--- config.mk ---
export PLATFORM = sky130hd
export DESIGN_NAME = ps2_key_tracker_flat
export DESIGN_NICKNAME = d
export VERILOG_FILES = /design/src/rtl/ps2_pkg.sv /design/src/rtl/ps2_key_tracker_if.sv /design/src/rtl/ps2_rx.sv /design/src/rtl/ps2_key_tracker.sv /design/src/flat_wrapper.sv
export SDC_FILE = /design/constraint.sdc
export NUM_CORES = 1
export LEC_CHECK = 0
export BUFFER_PORTS_ARGS = -buffer_cell sky130_fd_sc_hd__buf_4
export CAP_MARGIN = 30
export CORE_MARGIN = 10
export CORE_UTILIZATION = 60
export DETAILED_ROUTE_END_ITERATION = 10
export PLACE_DENSITY_LB_ADDON = 0.3
export SYNTH_ARGS = -nofsm -noshare
export SYNTH_HDL_FRONTEND = slang
export SYNTH_SLANG_ARGS = --single-unit
--- constraint.sdc ---
create_clock -name clock -period 4.1 [get_ports clock]
set_clock_uncertainty 0.05 [all_clocks]
set_input_delay 0.615 -clock clock [delete_from_list [all_inputs] [get_ports clock]]
set_output_delay 0.615 -clock clock [all_outputs]
set_load 0.03 [all_outputs]
--- src/rtl/ps2_pkg.sv ---
`default_nettype none
// ============================================================================
// Module      : ps2_pkg
// Description : Shared decoder state encoding, scan-code prefixes and the
//               default tracked-key table for the PS/2 key tracker.
// Revision    : 1.0 - initial release
// ============================================================================
package ps2_pkg;

    typedef enum logic [1:0] {
        ST_IDLE    = 2'd0,
        ST_EXT     = 2'd1,
        ST_BRK     = 2'd2,
        ST_EXT_BRK = 2'd3
    } dec_state_t;

    localparam logic [7:0] c_prefix_ext = 8'hE0;
    localparam logic [7:0] c_prefix_brk = 8'hF0;

    localparam logic [8:0] c_key_up    = 9'h175;
    localparam logic [8:0] c_key_down  = 9'h172;
    localparam logic [8:0] c_key_left  = 9'h16B;
    localparam logic [8:0] c_key_right = 9'h174;
    localparam logic [8:0] c_key_s     = 9'h01B;

    // Index 0 sits in the least significant nine bits.
    localparam logic [44:0] c_default_key_codes =
        {c_key_s, c_key_right, c_key_left, c_key_down, c_key_up};

endpackage
`default_nettype wire

--- src/rtl/ps2_key_tracker_if.sv ---
`default_nettype none
// ============================================================================
// Module      : ps2_key_tracker_if
// Description : Key-event and key-state bundle produced by the PS/2 tracker.
// Revision    : 1.0 - initial release
// ============================================================================
interface ps2_key_tracker_if #(
    parameter int NUM_KEYS = 5
);
    logic [NUM_KEYS-1:0] key_state;
    logic                event_valid;
    logic                event_make;
    logic [8:0]          event_code;
    logic                frame_err;

    modport master (
        output key_state, event_valid, event_make, event_code, frame_err
    );

    modport slave (
        input  key_state, event_valid, event_make, event_code, frame_err
    );
endinterface
`default_nettype wire

--- src/rtl/ps2_rx.sv ---
`default_nettype none
// ============================================================================
// Module      : ps2_rx
// Description : PS/2 frame receiver: synchroniser, falling-edge detect, bit
//               counter, mid-frame timeout and frame check. Odd parity over
//               bits 1..9 is enforced only when PS2_PARITY_CHECK_EN is defined.
// Revision    : 1.0 - initial release
// ============================================================================
module ps2_rx #(
    parameter int TIMEOUT_CYCLES = 50000
) (
    input  logic       clk,
    input  logic       rst,
    input  logic       i_kb_clock,
    input  logic       i_kb_data,
    output logic       o_byte_valid,
    output logic [7:0] o_byte_data,
    output logic       o_byte_err
);

    localparam int                c_to_w    = $clog2(TIMEOUT_CYCLES + 1);
    localparam logic [c_to_w-1:0] c_to_last = c_to_w'(TIMEOUT_CYCLES - 1);

    logic [1:0]        r_clk_sync;
    logic [1:0]        r_dat_sync;
    logic              r_clk_prev;
    logic [3:0]        r_bit_cnt;
    logic [9:0]        r_shift;
    logic [c_to_w-1:0] r_to_cnt;

    logic w_fall;
    logic w_stop_edge;
    logic w_parity_ok;
    logic w_frame_ok;

    assign w_fall      = r_clk_prev & ~r_clk_sync[1];
    assign w_stop_edge = w_fall && (r_bit_cnt == 4'd10);

`ifdef PS2_PARITY_CHECK_EN
    assign w_parity_ok = ^r_shift[9:1];
`else
    assign w_parity_ok = 1'b1;
`endif

    // r_shift[0] holds the start bit once ten bits have been shifted in.
    assign w_frame_ok   = ~r_shift[0] & r_dat_sync[1] & w_parity_ok;
    assign o_byte_valid = w_stop_edge & w_frame_ok;
    assign o_byte_err   = w_stop_edge & ~w_frame_ok;
    assign o_byte_data  = r_shift[8:1];

    always_ff @(posedge clk or posedge rst) begin
        if (rst) begin
            r_clk_sync <= 2'b11;
            r_dat_sync <= 2'b11;
            r_clk_prev <= 1'b1;
            r_bit_cnt  <= 4'd0;
            r_shift    <= 10'd0;
            r_to_cnt   <= '0;
        end else begin
            r_clk_sync <= {r_clk_sync[0], i_kb_clock};
            r_dat_sync <= {r_dat_sync[0], i_kb_data};
            r_clk_prev <= r_clk_sync[1];

            if (w_fall) begin
                r_to_cnt <= '0;
                if (r_bit_cnt == 4'd10) begin
                    r_bit_cnt <= 4'd0;
                end else begin
                    r_shift   <= {r_dat_sync[1], r_shift[9:1]};
                    r_bit_cnt <= r_bit_cnt + 4'd1;
                end
            end else if (r_bit_cnt != 4'd0) begin
                // A stalled frame is silently abandoned.
                if (r_to_cnt == c_to_last) begin
                    r_bit_cnt <= 4'd0;
                    r_to_cnt  <= '0;
                end else begin
                    r_to_cnt <= r_to_cnt + 1'b1;
                end
            end else begin
                r_to_cnt <= '0;
            end
        end
    end

endmodule
`default_nettype wire

--- src/rtl/ps2_key_tracker.sv ---
`default_nettype none
// ============================================================================
// Module      : ps2_key_tracker
// Description : PS/2 scan-code decoder tracking held keys from a table of
//               {ext, code} entries. Parity checking via PS2_PARITY_CHECK_EN.
// Revision    : 1.0 - initial release
// ============================================================================
module ps2_key_tracker
    import ps2_pkg::*;
#(
    parameter int                      NUM_KEYS       = 5,
    parameter logic [NUM_KEYS*9-1:0]   KEY_CODES      = c_default_key_codes,
    parameter int                      TIMEOUT_CYCLES = 50000
) (
    input  logic               clock,
    input  logic               reset,
    input  logic               kb_clock,
    input  logic               kb_data,
    ps2_key_tracker_if.master  evt
);

    logic       w_byte_valid;
    logic       w_byte_err;
    logic [7:0] w_byte;

    ps2_rx #(
        .TIMEOUT_CYCLES (TIMEOUT_CYCLES)
    ) u_rx (
        .clk          (clock),
        .rst          (reset),
        .i_kb_clock   (kb_clock),
        .i_kb_data    (kb_data),
        .o_byte_valid (w_byte_valid),
        .o_byte_data  (w_byte),
        .o_byte_err   (w_byte_err)
    );

    dec_state_t          r_state;
    logic [NUM_KEYS-1:0] r_key_state;
    logic                r_event_valid;
    logic                r_event_make;
    logic [8:0]          r_event_code;
    logic                r_frame_err;

    dec_state_t w_next_state;
    logic       w_emit;
    logic       w_make;
    logic [8:0] w_code;

    always_comb begin
        w_next_state = r_state;
        w_emit       = 1'b0;
        w_make       = (r_state == ST_IDLE) || (r_state == ST_EXT);
        w_code       = {(r_state == ST_EXT) || (r_state == ST_EXT_BRK), w_byte};
        // E0 only advances from IDLE; in EXT/BRK it is absorbed, in EXT_BRK it is data.
        if (w_byte == c_prefix_ext && r_state != ST_EXT_BRK) begin
            if (r_state == ST_IDLE) begin
                w_next_state = ST_EXT;
            end
        end else if (w_byte == c_prefix_brk &&
                     (r_state == ST_IDLE || r_state == ST_EXT)) begin
            w_next_state = (r_state == ST_IDLE) ? ST_BRK : ST_EXT_BRK;
        end else begin
            w_emit       = 1'b1;
            w_next_state = ST_IDLE;
        end
    end

    always_ff @(posedge clock or posedge reset) begin
        if (reset) begin
            r_state       <= ST_IDLE;
            r_key_state   <= '0;
            r_event_valid <= 1'b0;
            r_event_make  <= 1'b0;
            r_event_code  <= 9'd0;
            r_frame_err   <= 1'b0;
        end else begin
            r_event_valid <= 1'b0;
            r_frame_err   <= w_byte_err;
            if (w_byte_err) begin
                r_state <= ST_IDLE;
            end else if (w_byte_valid) begin
                r_state <= w_next_state;
                if (w_emit) begin
                    r_event_valid <= 1'b1;
                    r_event_make  <= w_make;
                    r_event_code  <= w_code;
                    for (int i = 0; i < NUM_KEYS; i++) begin
                        if (w_code == KEY_CODES[9*i +: 9]) begin
                            r_key_state[i] <= w_make;
                        end
                    end
                end
            end
        end
    end

    assign evt.key_state   = r_key_state;
    assign evt.event_valid = r_event_valid;
    assign evt.event_make  = r_event_make;
    assign evt.event_code  = r_event_code;
    assign evt.frame_err   = r_frame_err;

endmodule
`default_nettype wire
--- src/flat_wrapper.sv ---
// flat-port wrapper written by rule: the top's interface ports become plain ports
module ps2_key_tracker_flat import ps2_pkg::*;
#(
    parameter int                      NUM_KEYS       = 5,
    parameter logic [NUM_KEYS*9-1:0]   KEY_CODES      = c_default_key_codes,
    parameter int                      TIMEOUT_CYCLES = 50000
)
  (clock, reset, kb_clock, kb_data, evt_key_state, evt_event_valid, evt_event_make, evt_event_code, evt_frame_err);
  ps2_key_tracker_if #(.NUM_KEYS(NUM_KEYS)) evt_i ();
  input  logic clock;
  input  logic reset;
  input  logic kb_clock;
  input  logic kb_data;
  output wire logic [$bits(evt_i.key_state)-1:0] evt_key_state;
  output wire logic [$bits(evt_i.event_valid)-1:0] evt_event_valid;
  output wire logic [$bits(evt_i.event_make)-1:0] evt_event_make;
  output wire logic [$bits(evt_i.event_code)-1:0] evt_event_code;
  output wire logic [$bits(evt_i.frame_err)-1:0] evt_frame_err;
  assign evt_key_state = evt_i.key_state;
  assign evt_event_valid = evt_i.event_valid;
  assign evt_event_make = evt_i.event_make;
  assign evt_event_code = evt_i.event_code;
  assign evt_frame_err = evt_i.frame_err;
  ps2_key_tracker #(.NUM_KEYS(NUM_KEYS), .KEY_CODES(KEY_CODES), .TIMEOUT_CYCLES(TIMEOUT_CYCLES)) u_core (.clock(clock), .reset(reset), .kb_clock(kb_clock), .kb_data(kb_data), .evt(evt_i));
endmodule
## After elaboration in Yosys (flattened, before gate mapping)

Cells that the tools add are included.

- Register bits after elaboration: 54
- Bits of input ports: 4
- Output and inout bits: 17
- Word-level logic and storage cells: 77

- $add $sub $neg: 2
- Equal/unequal tests: 13
- Mux-type cells: 18
- Bitwise logic cells: 9
- Reduce and logical (&&, ||, !) cells: 19

Operators by type and width:

| kind | number |
|---|---|
| $mux 16 | 3 |
| $eq 9x9->1 const B | 4 |
| $reduce_and 4->1 | 5 |
| $add 16x1->16 const B | 1 |
| $eq 16x16->1 const B | 1 |
| $eq 8x8->1 const B | 2 |
| $mux 4 | 4 |
| $mux 2 | 5 |
| $eq 9x5->1 const B | 1 |
| $mux 1 | 6 |
| $reduce_and 2->1 | 3 |
| $reduce_bool 2->1 | 3 |
| $not 1->1 | 5 |
| $add 4x1->4 const B | 1 |
| $and 1x1->1 | 4 |
| $eq 4x4->1 const B | 1 |
| $reduce_bool 4->1 | 1 |
| $logic_and 1x1->1 | 3 |
| $ne 3x2->1 const B | 1 |
| $reduce_and 3->1 | 1 |
| $eq 2x1->1 const B | 1 |
| $eq 2x2->1 const B | 1 |
| $logic_not 2->1 | 1 |
| $logic_or 1x1->1 | 2 |
| $ne 2x2->1 const B | 1 |

## Depth between registers and ports, before layout

- Depth after elaboration: 8
- Depth in mapped cells: 8
- Mapped depth without buffers: 6

## Hierarchy

Synthesis repeated with hierarchy kept, for this count alone.

- Cell total of the unflattened synthesis: 237
- Area total of the unflattened synthesis: 2588.7 µm²

By module, submodules not included:

| module | times used | cells an instance | area an instance (µm²) | sequential area each (µm²) |
|---|---|---|---|---|
| ps2_rx | 1 | 169 | 1695.4 | 882.1 |
| ps2_key_tracker | 1 | 68 | 893.4 | 475.5 |

## Worst setup path after synthesis

Ideal clock, no wire load.

- Kind: register -> register
- Start: reg u_core.u_rx.r_bit_cnt[0]
- End: reg u_core.r_event_code[0], in the netlist u_core.evt.event_code[0]
- Arrival: 1.618 ns
- Required time: 3.925 ns
- Setup slack: 2.308 ns
- Stages on the path, launching flop included: 7
- Buffers on the path: 0
- Period minus slack after synthesis: 1.792 ns
- Cells stage by stage: dfrtp_1 inv_1 ha_1 nand3b_1 nor3_4 o21ai_4 mux2_2

- Word-level cells in the longest chain between the ends: 5
- Elaborated cells on any way between the ends: 6
- Those cells by class: eq/ne: 1; bitwise: 3; reduce/logical: 2

RTL lines:

| what | RTL line | source |
|---|---|---|
| start: declaration | ps2_rx.sv:27 | `logic [3:0] r_bit_cnt;` |
| start signal: assignment | ps2_rx.sv:70 | `r_bit_cnt <= r_bit_cnt + 4'd1;` |
| $eq 4x4->1 (*) | ps2_rx.sv:37 | `assign w_stop_edge = w_fall && (r_bit_cnt == 4'd10);` |
| $logic_and 1x1->1 (*) | ps2_rx.sv:37 |  |
| $and 1x1->1 | ps2_rx.sv:48 | `assign o_byte_err = w_stop_edge & ~w_frame_ok;` |
| $not 1->1 (no source line) | n/a |  |
| $reduce_and 3->1 (no source line) (*) | n/a |  |
| end signal: assignment | ps2_key_tracker.sv:87 | `r_event_code <= w_code;` |
| end: declaration | ps2_key_tracker.sv:42 | `logic [8:0] r_event_code;` |

Mark *: on every way between the ends. The rest lies on a longest branch, timed or not.
A chain may end at the register's enable or synchronous reset.

## Final worst setup path

- Start: reg u_core.u_rx.r_bit_cnt[0]
- End: reg u_core.r_event_code[1], in the netlist u_core.evt.event_code[1]

The elaborated chain is that of the path after synthesis.

==> results.toml <==
[run_status]
status = "complete, no violations"

[die]
die_w_um = 84.1
dieHeight_um = 84.1
dieArea_um2 = 7080
num_rows = 23
io_pins = 21
initial_core_util_pct = 61.7
core_um2 = 4000

[worst_setup_path]
required_ns = 4.24
criticalPathCategory = "reg -> reg"
crit_arrival_ns = 2.14
slowest_delay_ns = 0.46
worst_setup_path_end_kind = "flip-flop"
critical-path-slowest-cell = "nor3_4"
start_kind = "flip-flop"
cp_cell_sequence = "inv_1 > ha_1 > nand3b_1 > nor3_4 > o21ai_4 > mux2_2"
critPathMaxFanout = 10

[power_and_ir_drop]
seqPwrFrac_pct = 52.9
p_clk_share_pct = 33.6
comb_power_share_pct = 13.6
ir_worst_vdd_mv = 0.290
p_per_area_nw_per_um2 = 449
swShare_pct = 27.2
p_int_uw = 921
power_leakage_uw = 0.00134
p_sw_uw = 345

[clocking]
postCtsSetupBuffers = 0
htreeDepth = 2
cts_sinks = 54
clock_tree.buffer_depth = 2
ctsHoldBuffers = 0
clk_latency_ns = 0.30
cts-root-buf = "clkbuf_8"
clk_pin_slew_worst_paths_ns = 0.09
cts_tree = "yes"
postCtsResizedCells = 0
cts_buffers = 5

[global_routing]
groute.usage.overall_pct = 13.4
grt_max_degree = 46
grt_pass1_wl_um = 7990
met2_usage_pct = 21.8
grt_util_met3_pct = 3.77
grt_remaining_overflow = 0
busiest_layer = "met2"
antenna_found_initial = 0
use_met1_pct = 16.8
grt_pass1_vias = 1742

[detailed_routing]
drc = 0
drt_iter0_drc = 126
vias = 1732
wl_um = 4600
vias_per_cell = 5.61
final_antenna_net_count = 0
post_drt_wl_per_cell_um = 14.9
firstDrtPassIters = 4

[timing]
final.setup.tns_ns = 0
relSlewSlack_pct = 66.6
slew_violations = 0
layout_min_cycle_time_ns = 2.01
setup_viol = 0
hold_viol_final = 0
rsz0062_at_grt = "no"
fin_crit_sh_pct = 48.9
fmax_ghz = 0.498
tightest_slew_ns = 0.500

[placement]
io_buffers = 20
hpwlAfterDp_um = 3200
dp_cells = 301
place_congestion = 0.808

[synth]
ys_dominant_reg_cell = "dfrtp_1"
syn-cell-area_um2 = 2470
yosysSeqAreaShare_pct = 55.0
syn_inst = 236
synth_edf_count = 0
synth-simple-area-share_pct = 22.2
syn_avg_cell_area_um2 = 10.5
netlist_top_cells_area = "dfrtp_1 (50%), dfstp_2 (5.3%), nand2_1 (5.3%)"
synth_top_family_by_area = "simple AND/OR/NAND/NOR gates"
yosysTopAreaCellShare_pct = 49.7
ys_seq_elements = 54
synth.distinct_cells = 45
yosysWarningCount = 0
synthMuxAreaShare_pct = 5.63
async_flop_share_pct = 100
syn-num-nets = 244
synth_compound_area_share_pct = 7.91
synth_top_area_cell = "dfrtp_1"
synth_xor_area_share_pct = 3.90
synth_fa_ha_area_share_pct = 2.03

[cells_and_area]
nNetsFinal = 266
fill_cells = 297
layoutNonFillerInstCount = 309
diodes = 0
drive_gt1_share_pct = 19.3
syn_to_final_growth_pct = 14.3

[run]
maxCapViolCount = 0

[worst_hold_path]
holdCritPathClass = "in -> async"
power groups by stage:
stage          logic [uW]  clock network (uW)  registers, uW
5_1_grt               198                 454            680
2_1_floorplan         130                   0            664
6_report              172                 425            669
3_5_place_dp          174                   0            679
3_3_place_gp          164                   0            674
4_1_cts               176                 434            669
cell families (layout without fill, tap and decap cells):
logic type	after synthesis	after routing
muxes	13	13
adders and majority gates	4	4
buffers and inverters	22	45
AOI/OAI and AO/OA	29	29
xor gates and xnor gates	11	11
DFF	54	54
and+or+nand+nor	103	103
sequential cells by signal, indices dropped and copies added (netlist names):
signal,flops
u_core.u_rx.r_to_cnt,16
u_core.u_rx.r_clk_prev,1
u_core.u_rx.r_bit_cnt,4
u_core.evt.key_state,5
u_core.evt.frame_err,1
u_core.r_state,2
u_core.evt.event_valid,1
u_core.evt.event_make,1
u_core.u_rx.r_clk_sync,2
u_core.evt.event_code,9
u_core.u_rx.r_shift,10
u_core.u_rx.r_dat_sync,2
critical path: cells and delay by family, from the launching register on:
kind                       cells  cell delay, ns
buffers and inverters          1            0.11
adders and majority gates      1            0.15
muxes                          1            0.32
and+or+nand+nor                2            0.64
AOI/OAI and AO/OA              1            0.21
DFF                            1            0.41
layout by cell type, fill, tap and decap left out, types with 3 or more instances in the layout:
cell type  synthesis  layout
nor4_1             5       5
clkbuf_8           0       6
and3_1             3       3
nor3_1             4       4
mux2_2             7       7
mux2i_1            6       6
o21ai_0           10      10
o21a_1             3       3
ha_1               4       4
dfstp_2            5       5
nand3_1            5       5
inv_1             16      15
nand2b_1           5       5
nand4_1            5       5
a21oi_1            6       6
buf_4              0      20
nand2_1           35      35
dfrtp_1           49      49
nor2_1            21      21
xnor2_1            9       9
final timing paths:
check / start / end / slack, ns / cells after the start
setup / recovery: u_core.u_rx.r_bit_cnt[0] / u_core.evt.event_code[1] / 2.09 / 6
hold / removal: reset / u_core.u_rx.r_to_cnt[13] / 0.18 / 2
setup reg to reg: u_core.u_rx.r_bit_cnt[0] / u_core.evt.event_code[1] / 2.09 / 6
hold reg to reg: u_core.u_rx.r_dat_sync[0] / u_core.u_rx.r_dat_sync[1] / 0.31 / 0
max in group asynchronous: reset / u_core.u_rx.r_dat_sync[1] / 3.26 / 3
min in group clock: u_core.u_rx.r_dat_sync[0] / u_core.u_rx.r_dat_sync[1] / 0.31 / 0
layer usage:
metal	vias to the layer above	share of wire (%)
met1	847	46
met4	0	0.78
li1	847	-
met3	4	4.1
met2	34	49
met5	-	0
final cells by class:
type	count	area (um2)	area share (%)
Clock buffer	6	82.6	2.93
Timing Repair Buffer	21	170	6.03
Sequential cell	54	1360	48.1
Clock inverter	2	60.1	2.13
Tap cell	50	62.6	2.22
Inverter	16	60.1	2.13
Multi-Input combinational cell	160	1030	36.5
Yosys cell counts, types with 2 or more instances:
cell,instances
dfrtp_1,49
nand2_1,35
nor2_1,21
inv_1,16
o21ai_0,10
xnor2_1,9
mux2_2,7
a21oi_1,6
clkbuf_1,6
mux2i_1,6
dfstp_2,5
nand2b_1,5
nand3_1,5
nand4_1,5
nor4_1,5
ha_1,4
nor3_1,4
and3_1,3
o21a_1,3
a22oi_1,2
and2_1,2
nor3b_1,2
o2111ai_1,2
or3_1,2
xor2_1,2
per-stage QoR:
step	total power, uW	area [um2]	hold WS [ns]	util (%)	worst slack, ns
2_1_floorplan	794	2470	0.295	-	2.13
3_3_place_gp	838	2660	0.296	66.5	2.16
3_5_place_dp	852	2680	0.298	67.0	2.11
4_1_cts	1280	2820	0.181	70.5	2.09
5_1_grt	1330	2820	0.189	70.5	1.93
6_report	1270	2820	0.180	70.5	2.09
Power figures use the tool's default switching activity.
